File: src/rtl/bjp_stat_rd.sv
// Branch/jump prediction statistics bank: per-class event and mispredict counters,
// a single-counter host read port and an end-of-run dump stream.
// Define BJP_STAT_SAT_EN for saturating counters with a sticky overflow flag.

module bjp_stat_rd #(
    parameter int CNT_W   = 32,
    parameter int NUM_CLS = 9
) (
    input  logic             clk,
    input  logic             rst_n,
    input  logic             evt_vld,
    input  logic [3:0]       evt_cls,
    input  logic             evt_miss,
    input  logic             clr,
    input  logic             core_end,
    input  logic             rd_req_vld,
    output logic             rd_req_rdy,
    input  logic [4:0]       rd_req_idx,
    output logic             rd_rsp_vld,
    input  logic             rd_rsp_rdy,
    output logic [CNT_W-1:0] rd_rsp_data,
    output logic             rd_rsp_err,
    output logic             dump_vld,
    input  logic             dump_rdy,
    output logic [CNT_W-1:0] dump_data,
    output logic             dump_last,
    output logic             dump_done
);

    localparam int NUM_WORDS = 2 * NUM_CLS;
    localparam int IDX_W     = $clog2(NUM_WORDS);
    localparam logic [IDX_W-1:0] LAST_IDX = IDX_W'(NUM_WORDS - 1);

    typedef enum logic [1:0] {
        ST_IDLE,
        ST_DUMP,
        ST_DONE
    } state_e;

    state_e           state_q, state_d;
    logic [IDX_W-1:0] dump_idx_q, dump_idx_d;
    logic [CNT_W-1:0] tot_q  [NUM_CLS];
    logic [CNT_W-1:0] tot_d  [NUM_CLS];
    logic [CNT_W-1:0] miss_q [NUM_CLS];
    logic [CNT_W-1:0] miss_d [NUM_CLS];
`ifdef BJP_STAT_SAT_EN
    logic [NUM_CLS-1:0] tot_ovf_q, tot_ovf_d;
    logic [NUM_CLS-1:0] miss_ovf_q, miss_ovf_d;
`endif

    logic             rd_rsp_vld_q, rd_rsp_vld_d;
    logic [CNT_W-1:0] rd_rsp_data_q, rd_rsp_data_d;
    logic             rd_rsp_err_q, rd_rsp_err_d;
    logic [CNT_W-1:0] rd_sel_data;
    logic             rd_sel_err;

    logic             dump_vld_q, dump_vld_d;
    logic [CNT_W-1:0] dump_data_q, dump_data_d;
    logic             dump_last_q, dump_last_d;
    logic             dump_done_q, dump_done_d;
    logic [CNT_W-1:0] dump_word;

    logic evt_hit;

    assign evt_hit = evt_vld && (int'(evt_cls) < NUM_CLS);

    // Counters only move while IDLE so the dump always sees a frozen snapshot.
    always_comb begin
        tot_d  = tot_q;
        miss_d = miss_q;
`ifdef BJP_STAT_SAT_EN
        tot_ovf_d  = tot_ovf_q;
        miss_ovf_d = miss_ovf_q;
`endif
        if (state_q == ST_IDLE) begin
            if (clr) begin
                for (int c = 0; c < NUM_CLS; c++) begin
                    tot_d[c]  = '0;
                    miss_d[c] = '0;
                end
`ifdef BJP_STAT_SAT_EN
                tot_ovf_d  = '0;
                miss_ovf_d = '0;
`endif
            end else if (evt_hit) begin
                for (int c = 0; c < NUM_CLS; c++) begin
                    if (int'(evt_cls) == c) begin
`ifdef BJP_STAT_SAT_EN
                        if (&tot_q[c]) tot_ovf_d[c] = 1'b1;
                        else           tot_d[c]     = tot_q[c] + CNT_W'(1);
                        if (evt_miss) begin
                            if (&miss_q[c]) miss_ovf_d[c] = 1'b1;
                            else            miss_d[c]     = miss_q[c] + CNT_W'(1);
                        end
`else
                        tot_d[c] = tot_q[c] + CNT_W'(1);
                        if (evt_miss) miss_d[c] = miss_q[c] + CNT_W'(1);
`endif
                    end
                end
            end
        end
    end

    always_comb begin
        rd_sel_data = '0;
        rd_sel_err  = 1'b1;
        for (int c = 0; c < NUM_CLS; c++) begin
            if (rd_req_idx == 5'(c)) begin
                rd_sel_data = tot_q[c];
                rd_sel_err  = 1'b0;
`ifdef BJP_STAT_SAT_EN
                if (tot_ovf_q[c]) rd_sel_data[CNT_W-1] = 1'b1;
`endif
            end
            if (rd_req_idx == 5'(16 + c)) begin
                rd_sel_data = miss_q[c];
                rd_sel_err  = 1'b0;
`ifdef BJP_STAT_SAT_EN
                if (miss_ovf_q[c]) rd_sel_data[CNT_W-1] = 1'b1;
`endif
            end
        end
    end

    assign rd_req_rdy = !rd_rsp_vld_q;

    always_comb begin
        rd_rsp_vld_d  = rd_rsp_vld_q;
        rd_rsp_data_d = rd_rsp_data_q;
        rd_rsp_err_d  = rd_rsp_err_q;
        if (rd_rsp_vld_q && rd_rsp_rdy) begin
            rd_rsp_vld_d  = 1'b0;
            rd_rsp_data_d = '0;
            rd_rsp_err_d  = 1'b0;
        end
        if (rd_req_vld && rd_req_rdy) begin
            rd_rsp_vld_d  = 1'b1;
            rd_rsp_data_d = rd_sel_data;
            rd_rsp_err_d  = rd_sel_err;
        end
    end

    always_comb begin
        state_d    = state_q;
        dump_idx_d = dump_idx_q;
        case (state_q)
            ST_IDLE: begin
                if (core_end) begin
                    state_d    = ST_DUMP;
                    dump_idx_d = '0;
                end
            end
            ST_DUMP: begin
                if (dump_vld_q && dump_rdy) begin
                    if (dump_idx_q == LAST_IDX) state_d    = ST_DONE;
                    else                        dump_idx_d = dump_idx_q + IDX_W'(1);
                end
            end
            ST_DONE: begin
                if (!core_end) state_d = ST_IDLE;
            end
            default: state_d = ST_IDLE;
        endcase
    end

    // Words come from next-state counters so an event in the core_end cycle is included.
    always_comb begin
        dump_word = '0;
        for (int c = 0; c < NUM_CLS; c++) begin
            if (dump_idx_d == IDX_W'(c))           dump_word = tot_d[c];
            if (dump_idx_d == IDX_W'(NUM_CLS + c)) dump_word = miss_d[c];
        end
    end

    always_comb begin
        dump_vld_d  = (state_d == ST_DUMP);
        dump_last_d = dump_vld_d && (dump_idx_d == LAST_IDX);
        dump_data_d = dump_vld_d ? dump_word : '0;
        dump_done_d = (state_d == ST_DONE);
    end

    always_ff @(posedge clk or negedge rst_n) begin
        if (!rst_n) begin
            state_q       <= ST_IDLE;
            dump_idx_q    <= '0;
            for (int c = 0; c < NUM_CLS; c++) begin
                tot_q[c]  <= '0;
                miss_q[c] <= '0;
            end
`ifdef BJP_STAT_SAT_EN
            tot_ovf_q     <= '0;
            miss_ovf_q    <= '0;
`endif
            rd_rsp_vld_q  <= 1'b0;
            rd_rsp_data_q <= '0;
            rd_rsp_err_q  <= 1'b0;
            dump_vld_q    <= 1'b0;
            dump_data_q   <= '0;
            dump_last_q   <= 1'b0;
            dump_done_q   <= 1'b0;
        end else begin
            state_q       <= state_d;
            dump_idx_q    <= dump_idx_d;
            for (int c = 0; c < NUM_CLS; c++) begin
                tot_q[c]  <= tot_d[c];
                miss_q[c] <= miss_d[c];
            end
`ifdef BJP_STAT_SAT_EN
            tot_ovf_q     <= tot_ovf_d;
            miss_ovf_q    <= miss_ovf_d;
`endif
            rd_rsp_vld_q  <= rd_rsp_vld_d;
            rd_rsp_data_q <= rd_rsp_data_d;
            rd_rsp_err_q  <= rd_rsp_err_d;
            dump_vld_q    <= dump_vld_d;
            dump_data_q   <= dump_data_d;
            dump_last_q   <= dump_last_d;
            dump_done_q   <= dump_done_d;
        end
    end

    assign rd_rsp_vld  = rd_rsp_vld_q;
    assign rd_rsp_data = rd_rsp_data_q;
    assign rd_rsp_err  = rd_rsp_err_q;
    assign dump_vld    = dump_vld_q;
    assign dump_data   = dump_data_q;
    assign dump_last   = dump_last_q;
    assign dump_done   = dump_done_q;

endmodule

File: config.mk
export PLATFORM = sky130hd
export DESIGN_NAME = bjp_stat_rd
export DESIGN_NICKNAME = d
export VERILOG_FILES = /design/src/rtl/bjp_stat_rd.sv
export SDC_FILE = /design/constraint.sdc
export NUM_CORES = 2
export LEC_CHECK = 0
export CAP_MARGIN = 10
export CELL_PAD_IN_SITES_DETAIL_PLACEMENT = 0
export CELL_PAD_IN_SITES_GLOBAL_PLACEMENT = 1
export CORE_MARGIN = 10
export CORE_UTILIZATION = 45
export DETAILED_ROUTE_END_ITERATION = 10
export PLACE_DENSITY = 0.8
export SYNTH_ARGS = -nofsm -noshare
export SYNTH_HDL_FRONTEND = slang
export SYNTH_SLANG_ARGS = --single-unit
export TNS_END_PERCENT = 100
File: constraint.sdc
create_clock -name clk -period 9.08 [get_ports clk]
set_input_delay 1.816 -clock clk [delete_from_list [all_inputs] [get_ports clk]]
set_output_delay 1.816 -clock clk [all_outputs]
set_load 0.01 [all_outputs]
; Word-level counts from Yosys, hierarchy flattened
; Index checks and enable logic that the tools add are counted.
[classes]
n_addsub = 19
order_cmp = 1
eq_ne = 47
mux = 102
reduce_logical = 11
[op_table]
columns = operator, count
row1 = 2-to-1 mux 32 bit, 66
row2 = 2-to-1 mux 288 bit, 6
row3 = adder 32 x 1 -> 32 bit (second input constant), 18
row4 = equality test 5 bit (second input constant), 12
row5 = equality test 5 x 4 -> 1 bit (second input constant), 9
row6 = equality test 5 x 3 -> 1 bit (second input constant), 8
row7 = 2-to-1 mux 1 bit, 21
row8 = equality test 4 bit (second input constant), 5
row9 = equality test 5 x 2 -> 1 bit (second input constant), 4
row10 = 2-to-1 mux 5 bit, 3
row11 = equality test 5 x 1 -> 1 bit (second input constant), 2
row12 = zero test 5 bit, 2
row13 = case mux 5 bit (2 select lines), 1
row14 = equality test 4 x 3 -> 1 bit (second input constant), 2
row15 = 2-to-1 mux 2 bit, 4
row16 = case mux 2 bit (3 select lines), 1
row17 = adder 5 x 1 -> 5 bit (second input constant), 1
row18 = logical AND 1 bit, 5
row19 = equality test 2 x 1 -> 1 bit (second input constant), 2
row20 = equality test 2 bit (second input constant), 2
row21 = equality test 4 x 2 -> 1 bit (second input constant), 1
row22 = zero test 4 bit, 1
row23 = < comparator 4 bit (second input constant), 1
row24 = zero test 2 bit, 1
row25 = 2 further kinds, 2
[word_totals]
ff_bits = 652
input_bits = 18
output_inout_bits = 70
wordCells = 207

; Depth between registers and ports, before layout
[logic_depth]
word_depth = 24
ltp_mapped = 16
mapped_depth_nobuf = 12

; Worst setup path before layout
; OpenSTA, ideal clock, no wires.
[synth_path]
path_kind = input -> register
startpoint = in evt_vld
endpoint = reg dump_data_q[27] (netlist: dump_data[27])
setup_time_ps = 124
arrival_time_ps = 4679
required_ps = 8956
slack_ps = 4278
cell_stages = 10
n_path_buf = 1
path_cell_list = clkbuf_1 -> nor4bb_1 -> nand4_1 -> nor4_1 -> nand4_1 -> xor2_1 -> nor2_1 -> a221o_1 -> or4_1 -> o31a_1
[synth_lines]
columns = element, line
row1 = from (decl), 11  ; input logic evt_vld,
row2 = to (signal assigned), 217  ; dump_data_q <= dump_data_d;
row3 = to (decl), 58  ; logic [CNT_W-1:0] dump_data_q, dump_data_d;

==> flow_metrics.tcl <==
set metrics [dict create \
    maxCapViolCount 0 \
    num-fill-cells 8958 \
    drc 0 \
    async_flop_share_pct 100.0 \
    ys.warnings.count 0 \
    grt_pass1_vias 40930 \
    grt.overflow.total 0 \
    die-area_um2 106400 \
    grt_usage_pct 36.54 \
    synthTopCellsByArea "dfrtp_1 39%, nor2_1 5.9%, xnor2_1 5.0%" \
    status "finished, final reports clean" \
    rsz0062_at_grt "no" \
    syn_inst 5024 \
    insertion_delay_ns 0.68 \
    initial_core_util_pct 45.27 \
    setup_violations 0 \
    num_rows 112 \
    drt_iter0_drc 6732 \
    path_depth 10 \
    pin_count 88 \
    fin_worst_skew_ns 0.03021 \
    synth-xor-area-share_pct 9.363 \
    stdcell_count 6310 \
    wirelength_um 201600 \
    wl_per_cell_um 31.94 \
    synth_seq_cells 652 \
    cts.htree.levels 3 \
    crit_chain "clkdlybuf4s50_1 -> and3_1 -> and4_1 -> or4b_1 -> or3_1 -> xor2_1 -> nor2_1 -> a221o_1 -> nor4b_1 -> o22ai_1" \
    maxSlewHeadroom_pct 3.582 \
    cts.sinks 652 \
    power_density_nw_per_um2 211.6 \
    hpwlAfterDp_um 147000 \
    crit_fanout 16 \
    cts_setup_buffers 0 \
    portBuffers 87 \
    critPathMaxStageDelay_ns 1.18 \
    dp.cells 6161 \
    cts_resized 0 \
    p_total_w 0.01002 \
    drt_pass1_iterations 8 \
    die_h_um 326.2 \
    cts_buffers 79 \
    vias 43360 \
    area_growth_pct 12.28 \
    tightestPinTransition_ns 1.426 \
    final_cell_mix "662 x nor2_1, 652 x dfrtp_1, 372 x nand2_1" \
    slew_violations 0 \
    hold_path_class "register to register" \
    synth_compound_area_share_pct 17.73 \
    muxShareOfSynthArea_pct 2.886 \
    hold_viol 0 \
    final_layout_size_suffix_gt1_share_pct 7.522 \
    critPathRequiredTime_ns 9.55 \
    ant_nets 0 \
    synth_top_family_by_area "simple AND/OR/NAND/NOR gates" \
    synth_fa_ha_area_share_pct 0.5932 \
    start_kind "input port" \
    min_path_cells 2 \
    syn_area_per_cell_um2 8.397 \
    critPathSlowestCell "nor4b_1" \
    clk_path_buf_depth 3 \
    grt_pass1_wl_um 289200 \
    finalCritPeriodShare_pct 71.06 \
    layout_commonest_cell "nor2_1" \
    antenna_found_initial 5 \
    synthSimpleGateAreaFrac_pct 26.83 \
    syn_nets 5062 \
    cts_hold_buf 0 \
    cp.arrival_ns 6.92 \
    final.setup.tns_ns 0 \
    p_leak_nw 19.26 \
    clk_pin_slew_ns 0.06 \
    ys_types 93 \
    synth_edf_count 0 \
    tritoncts "yes" \
    synth-main-ff-cell "dfrtp_1" \
    crit_buf_inv 1 \
    syn_area_um2 42190 \
    criticalPathCategory "input port to register" \
    die_w_um 326.2 \
    hold_slack_ns 0.4759 \
    gp_congestion 1.023 \
    fin_nets 5026 \
    reg2reg_depth 12 \
    ir_worst_vdd_mv 0.2661 \
    cts-root-buf "clkbuf_16" \
    post-route-min-period_ns 6.452 \
    grt_max_degree 142 \
    ys_seq_area_share_pct 38.67 \
    netlist.area_leader.share_pct 38.67 \
    cp-end-kind "register" \
    vias_per_cell 6.872 \
    coreArea_um2 93190 \
    max_freq_mhz 155.0 \
    yosysTopAreaCell "dfrtp_1" \
    critPathTopFamily "simple AND/OR/NAND/NOR gates" \
]
[stage by stage]
step	cell area, um2	worst slack (ns)	util (%)
6_report	47370	2.628	50.83
5_1_grt	47360	2.677	50.82
4_1_cts	47360	2.793	50.82
3_5_place_dp	44640	2.118	47.90
3_3_place_gp	44640	2.296	47.90
2_1_floorplan	42190	4.278	-
[kinds of logic (layout without fill, tap and decap cells)]
kind of cell    after synthesis  after routing
compound gates             1133           1133
other cells                   0              4
flops                       652            652
xor+xnor                    451            451
simple gates               2230           2230
fa+ha+maj                    20             20
mux                         114            114
buf+inv                     424            452
[final timing paths]
kind                                             startpoint                           to  slack (ns)
worst max-delay path                             evt_cls[1]      dump_data[29]$_DFF_PN0_        2.63
worst min-delay path            rd_rsp_data[27]$_DFFE_PN0P_  rd_rsp_data[27]$_DFFE_PN0P_        0.48
worst max register to register      dump_idx_q[0]$_DFF_PN0_      dump_data[29]$_DFF_PN0_        3.41
worst min register to register  rd_rsp_data[27]$_DFFE_PN0P_  rd_rsp_data[27]$_DFFE_PN0P_        0.48
max in group asynchronous                             rst_n         miss_q[34]$_DFF_PN0_        5.92
min in group asynchronous                             rst_n         tot_q[285]$_DFF_PN0_        1.23
[cell type report]
cell class	instances	area (um2)	share of cell area, %
Antenna cell	4	10.01	0.02113
Clock buffer	122	2412	5.093
Multi-Input combinational cell	3948	24450	51.62
Clock inverter	23	309.0	0.6524
Tap cell	1254	1569	3.312
Inverter	85	321.6	0.6789
Sequential cell	652	16320	34.44
Timing Repair Buffer	222	1979	4.179
[worst register-to-register path: cells and delay by family (launching register included)]
kind	cells	cell delay, ns
DFF	1	0.68
and+or+nand+nor	7	3.02
adders and majority gates	1	0.40
AOI/OAI and AO/OA	2	0.62
buffers and inverters	2	0.77
[cell usage after synthesis, types with 12 or more instances]
| library cell | number |
|---|---|
| a2111oi_0 | 16 |
| a211o_1 | 12 |
| a211oi_1 | 38 |
| a21o_1 | 17 |
| a21oi_1 | 250 |
| a221o_1 | 31 |
| a221oi_1 | 67 |
| a22o_1 | 17 |
| a22oi_1 | 61 |
| a31oi_1 | 32 |
| and2_1 | 55 |
| and3_1 | 100 |
| and4_1 | 67 |
| buf_1 | 67 |
| buf_2 | 28 |
| clkbuf_1 | 239 |
| dfrtp_1 | 652 |
| ha_1 | 20 |
| inv_1 | 81 |
| mux2_2 | 21 |
| mux2i_1 | 89 |
| nand2_1 | 373 |
| nand2b_1 | 33 |
| nand3_1 | 257 |
| nand4_1 | 181 |
| nor2_1 | 667 |
| nor3_1 | 186 |
| nor4_1 | 106 |
| o211ai_1 | 32 |
| o21a_1 | 16 |
| o21ai_0 | 304 |
| o221ai_1 | 29 |
| o22ai_1 | 44 |
| o2bb2ai_1 | 12 |
| o311ai_0 | 16 |
| o31ai_1 | 36 |
| or3_1 | 72 |
| or4_1 | 38 |
| xnor2_1 | 242 |
| xor2_1 | 209 |
[routing by layer]
metal / GRT usage, % / routed length, um
met5: 0 / 13
met4: 20.56 / 13360
met3: 10.02 / 24480
met2: 52.02 / 83510
met1: 49.43 / 80210
[flip-flops by register name (all words and copies together), names as in the netlist]
| name | flops |
|---|---|
| miss_q | 288 |
| tot_q | 288 |
| dump_data | 32 |
| rd_rsp_data | 32 |
| dump_idx_q | 5 |
| state_q | 2 |
| dump_done | 1 |
| dump_last | 1 |
| dump_vld | 1 |
| rd_rsp_err | 1 |
| rd_rsp_vld | 1 |
[power breakdown]
part | switching [W] | leakage, nW | internal (W)
combinational | 0.00247 | 8.86 | 0.000926
sequential | 0.000171 | 9.05 | 0.00304
clock | 0.00139 | 1.35 | 0.00203
Note: power is estimated with default switching activity, not from simulation.
